[src/rtl/idma_rd_desc_gen.sv]
// idma_rd_desc_gen: expands a 2D read command into per-row {address, word count} entries in a FWFT FIFO.
// Optional config error checking is enabled by defining IDMA_DESC_ERR_CHK_EN.
module idma_rd_desc_gen #(
    parameter int DEPTH      = 4,
    parameter int WORD_BYTES = 32
) (
    input  logic        aclk,
    input  logic        aresetn,
    input  logic        cfg_start,
    input  logic [31:0] cfg_base_addr,
    input  logic [31:0] cfg_row_words,
    input  logic [31:0] cfg_row_stride,
    input  logic [15:0] cfg_row_num,
    output logic        cfg_busy,
    output logic        desc_done,
    output logic        desc_err,
    output logic [31:0] raddr_fifo_raddr_in,
    output logic [31:0] raddr_fifo_rd_num_word,
    output logic        raddr_fifo_empty,
    input  logic        raddr_fifo_pop
);
    localparam int AW = $clog2(DEPTH);
    localparam int CW = AW + 1;

    if (DEPTH < 2 || (DEPTH & (DEPTH - 1)) != 0 || WORD_BYTES < 1 || (WORD_BYTES & (WORD_BYTES - 1)) != 0) begin : g_bad_param
        $error("idma_rd_desc_gen: DEPTH and WORD_BYTES must be powers of two, DEPTH >= 2");
    end

    typedef enum logic [1:0] {IDLE, GEN, DRAIN} state_t;

    state_t        r_state, w_state_nxt;
    logic [31:0]   r_cur_addr, r_row_words, r_row_stride;
    logic [15:0]   r_row_num, r_row_cnt;
    logic [31:0]   r_mem_addr [DEPTH];
    logic [31:0]   r_mem_words[DEPTH];
    logic [AW-1:0] r_wptr, r_rptr;
    logic [CW-1:0] r_count;
    logic          r_done;
    logic          w_cfg_err, w_push, w_pop, w_last_row, w_drained, w_accept;

`ifdef IDMA_DESC_ERR_CHK_EN
    logic r_err;
    assign w_cfg_err = cfg_row_words == '0
                    || (cfg_base_addr  & 32'(WORD_BYTES - 1)) != '0
                    || (cfg_row_stride & 32'(WORD_BYTES - 1)) != '0;
    assign desc_err  = r_err;
`else
    assign w_cfg_err = 1'b0;
    assign desc_err  = 1'b0;
`endif

    assign w_accept   = r_state == IDLE && cfg_start;
    // Space is judged on the registered count only; a same-cycle pop never makes room.
    assign w_push     = r_state == GEN && r_count < CW'(DEPTH);
    assign w_pop      = raddr_fifo_pop && r_count != '0;
    assign w_last_row = r_row_cnt == r_row_num - 16'd1;
    // Drained once the last remaining entry is being consumed, so done follows the final pop by one cycle.
    assign w_drained  = r_count == '0 || (r_count == CW'(1) && raddr_fifo_pop);

    always_ff @(posedge aclk or negedge aresetn) begin
        if (!aresetn) r_state <= IDLE;
        else          r_state <= w_state_nxt;
    end

    always_comb begin
        w_state_nxt = r_state;
        case (r_state)
            IDLE:    if (cfg_start) w_state_nxt = (w_cfg_err || cfg_row_num == '0) ? DRAIN : GEN;
            GEN:     if (w_push && w_last_row) w_state_nxt = DRAIN;
            DRAIN:   if (w_drained) w_state_nxt = IDLE;
            default: w_state_nxt = IDLE;
        endcase
    end

    always_ff @(posedge aclk or negedge aresetn) begin
        if (!aresetn) begin
            r_cur_addr   <= '0;
            r_row_words  <= '0;
            r_row_stride <= '0;
            r_row_num    <= '0;
            r_row_cnt    <= '0;
            r_wptr       <= '0;
            r_rptr       <= '0;
            r_count      <= '0;
            r_done       <= 1'b0;
            for (int i = 0; i < DEPTH; i++) begin
                r_mem_addr[i]  <= '0;
                r_mem_words[i] <= '0;
            end
        end else begin
            r_done  <= r_state == DRAIN && w_drained;
            r_count <= r_count + CW'(w_push) - CW'(w_pop);
            if (w_accept) begin
                r_cur_addr   <= cfg_base_addr;
                r_row_words  <= cfg_row_words;
                r_row_stride <= cfg_row_stride;
                r_row_num    <= cfg_row_num;
                r_row_cnt    <= '0;
            end
            if (w_push) begin
                r_mem_addr[r_wptr]  <= r_cur_addr;
                r_mem_words[r_wptr] <= r_row_words;
                r_wptr              <= r_wptr + AW'(1);
                r_cur_addr          <= r_cur_addr + r_row_stride;
                r_row_cnt           <= r_row_cnt + 16'd1;
            end
            if (w_pop) r_rptr <= r_rptr + AW'(1);
        end
    end

`ifdef IDMA_DESC_ERR_CHK_EN
    always_ff @(posedge aclk or negedge aresetn) begin
        if (!aresetn)      r_err <= 1'b0;
        else if (w_accept) r_err <= w_cfg_err;
    end
`endif

    assign cfg_busy               = r_state != IDLE;
    assign desc_done              = r_done;
    assign raddr_fifo_empty       = r_count == '0;
    assign raddr_fifo_raddr_in    = r_mem_addr[r_rptr];
    assign raddr_fifo_rd_num_word = r_mem_words[r_rptr];
endmodule

[config.mk]
export PLATFORM = sky130hd
export DESIGN_NAME = idma_rd_desc_gen
export DESIGN_NICKNAME = d
export VERILOG_FILES = /design/src/rtl/idma_rd_desc_gen.sv
export SDC_FILE = /design/constraint.sdc
export NUM_CORES = 1
export LEC_CHECK = 0
export CORE_MARGIN = 2
export CORE_UTILIZATION = 50
export CTS_CLUSTER_DIAMETER = 200
export DETAILED_ROUTE_END_ITERATION = 16
export PLACE_DENSITY_LB_ADDON = 0.1
export SKIP_LAST_GASP = 1
export SYNTH_ARGS = -nofsm -noshare
export SYNTH_HDL_FRONTEND = slang
export SYNTH_SLANG_ARGS = --single-unit
export TNS_END_PERCENT = 5
[constraint.sdc]
create_clock -name aclk -period 3.4 [get_ports aclk]
set_input_delay 0.34 -clock aclk [delete_from_list [all_inputs] [get_ports aclk]]
set_output_delay 0.34 -clock aclk [all_outputs]
set_load 0.02 [all_outputs]
==> out/metrics.cfg <==
[yosys]
syn_area_sq_um = 18600
synth_cell_type_count = 64
yosys_most_used_dff = dfrtp_1
synth_edf_count = 0
seq_area_frac_synth = 0.530
async_flop_share = 1.00
ys_ff_latch = 394
synth_nets = 1665
yosysWarnings = 0
synth.avg_cell_area_sq_um = 12.3
synthCells = 1508

[critical_path]
cpPeakStageDelay_ns = 0.79
arrival_ns = 2.64
path_buf_inv = 2
cp_slowest_cell = dfrtp_4
worst-r2r-cell-count = 11
worst_setup_path_end_kind = output port
path_cells = buf_12 -> mux4_2 -> clkdlybuf4s50_1
crit_type = flip-flop to output port
path_max_fanout = 37
path_delay_family = buffers and inverters
start_kind = flip-flop
crit_cells = 3
crit_required_ns = 3.06

[placed_design]
placed_area_sq_um = 21100
dp_hpwl_microns = 29100
port_buffers = 182
pre_cts_ws_ns = 0.499
gp_congestion = 0.848
dp_cells = 2102

[drt]
num_vias = 12400
via_per_inst = 5.67
firstDrtPassIters = 5
first_iter_violations = 557
drt_wl_total_microns = 44000
wire_per_inst_microns = 20.2
drtAntennaViolNets = 0
drc = 0

[layout]
syn2layout_area_growth_pct = 21.1
finalInstanceArea_sq_um = 22500
final_nets = 1837
final_cell_mix = dfrtp_1 (392), nand2_1 (277), mux2_2 (257), clkdlybuf4s50_1 (181), mux4_2 (64)
layout_commonest_cell = dfrtp_1
fin_cells = 2181
layout-drive-gt1-share = 0.262
fillers = 2943

[clock_tree]
clock_sinks = 394
cts_hold_buf = 1
numCtsBuffers = 43
root_buffer = clkbuf_16
cts_resized = 0
post-cts-setup-buffers = 0
h-tree-depth = 2
tritoncts = yes
clkLatencyLatePin_ns = 0.54
clockBufferDepth = 3
clkTransAtPathRegs_ns = 0.06

[floorplan]
die_w_microns = 197
die_area_sq_um = 38800
row_count = 70
fp.coreArea_sq_um = 36600
start_util = 0.508
ios = 184
die_h_microns = 197

[global_route]
grt_pass1_vias = 13000
overflow = 0
grt_max_degree = 98
busiest_layer = met2
grt_use_met3 = 0.0400
grt_antenna_before_repair = 4
grt_usage = 0.234
grt_pass1_wl_microns = 71200
use_met1 = 0.330
met2_usage = 0.378

[status]
status = finished clean

[sta]
period_needed_ns = 2.98
hold_slack_ns = 0.327
clock.fmax_ghz = 0.336
slew_headroom = 0.466
rsz0062_at_grt = no
setup_ws_ns = 0.420
slew_violations = 0
fin_skew_ns = 0.00992
setup_violations = 0
worst_slew_pin_slew_ns = 0.801
hold_viol_final = 0
finalCritPeriodShare = 0.876
tns_ns = 0

[pwr]
power_frac_clock = 0.186
combPwrFrac = 0.467
ir_drop_mv = 0.492
p_seq_frac = 0.347
power.internal_mw = 16.0
power.switching_mw = 9.34
p_leak_nw = 10.0
power.density_nw_per_um2 = 1130
p_sw_frac = 0.368

[worst_hold_path]
hp-class = input pin to flip-flop
hold_depth = 3

[job]
drv_cap = 0

## through the flow
stage	util	power [mW]
after global routing	0.616	27.1
after global placement	0.576	20.5
after detailed placement	0.576	20.8
final	0.616	25.4
after floorplan	-	16.7
after CTS	0.616	25.6
## power by group through the flow
stage               Clock (mW)  Combinational (mW)  Sequential, mW
finish                    4.73                11.8            8.81
CTS                       4.83                12.0            8.79
global route              5.02                12.9            9.13
detailed placement           0                11.9            8.85
global placement             0                11.8            8.73
floorplan                    0                8.63            8.05
## cell usage after synthesis, drive strengths merged (3+ instances only)
| cell | instances | area [sq um] |
|---|---|---|
| dfrtp | 394 | 9860 |
| nand2 | 278 | 1040 |
| mux2 | 257 | 2890 |
| o21ai | 66 | 330 |
| mux4 | 64 | 1440 |
| clkbuf | 62 | 233 |
| ha | 39 | 488 |
| xnor2 | 32 | 280 |
| a21oi | 31 | 163 |
| a22oi | 28 | 210 |
| nand3 | 28 | 145 |
| nor2 | 28 | 105 |
| buf | 23 | 115 |
| inv | 22 | 82.6 |
| xor2 | 21 | 184 |
| a21o | 16 | 120 |
| and2 | 11 | 72.6 |
| nor3 | 11 | 65.1 |
| nor4 | 10 | 77.6 |
| and3 | 7 | 43.8 |
| a211oi | 6 | 60.1 |
| a31oi | 6 | 37.5 |
| nand2b | 6 | 37.5 |
| nor2b | 6 | 37.5 |
| mux2i | 5 | 50.1 |
| nand4 | 5 | 31.3 |
| o21bai | 4 | 30.0 |
| or3 | 4 | 30.0 |
| a221oi | 3 | 38.8 |
| o211ai | 3 | 22.5 |
| o21a | 3 | 22.5 |
| o22ai | 3 | 18.8 |
## worst min-delay path, cell delays in order
cell	delay, ns
clkdlybuf4s50_1	0.40
nand2_1	0.06
nand2_1	0.04
## routing by layer
| layer | part of all wire | wire [microns] |
|---|---|---|
| met1 | 0.46 | 20200 |
| met2 | 0.47 | 20800 |
| met3 | 0.042 | 1840 |
| met4 | 0.026 | 1130 |
| met5 | 0.00091 | 40 |
## state kept, by name (all words and copies together), names as in the netlist
name / count
r_row_words: 32
r_row_stride: 32
r_row_num: 16
r_row_cnt: 16
r_count: 3
r_mem_words: 128
r_mem_addr: 128
r_cur_addr: 32
desc_done: 1
r_rptr: 2
r_wptr: 2
r_state: 2
## logic make-up (layout without fill, tap and decap cells)
family | after synthesis | in the layout | synth area share
adders and majority gates | 41 | 41 | 0.0284
buffers and inverters | 107 | 311 | 0.0231
DFF | 394 | 394 | 0.530
muxes | 326 | 326 | 0.236
and+or+nand+nor | 400 | 400 | 0.0934
AOI/OAI and AO/OA | 186 | 186 | 0.0647
xor gates and xnor gates | 53 | 53 | 0.0249
other | 1 | 2 | 0.000201
## worst paths after layout
check | to | start | slack (ns)
worst max-delay path | raddr_fifo_raddr_in[26] | r_rptr[1] | 0.42
worst min register to register | r_row_stride[11] | r_row_stride[11] | 0.48
worst max register to register | r_cur_addr[23] | r_cur_addr[4] | 0.46
min in group asynchronous | r_mem_addr[111] | aresetn | 0.44
worst min-delay path | r_row_words[10] | cfg_row_words[10] | 0.33
max in group asynchronous | r_mem_words[91] | aresetn | 1.92
## area by class of cell
class	count	area, sq um	share of cell area
Sequential cell	394	9870	0.438
Antenna cell	1	2.50	0.000111
Multi-Input combinational cell	1007	8350	0.370
Clock inverter	13	124	0.00549
Clock buffer	64	1330	0.0589
Tap cell	468	586	0.0260
Inverter	22	82.6	0.00366
Timing Repair Buffer	212	2200	0.0978
No activity file was read; power rests on OpenSTA's default activity.
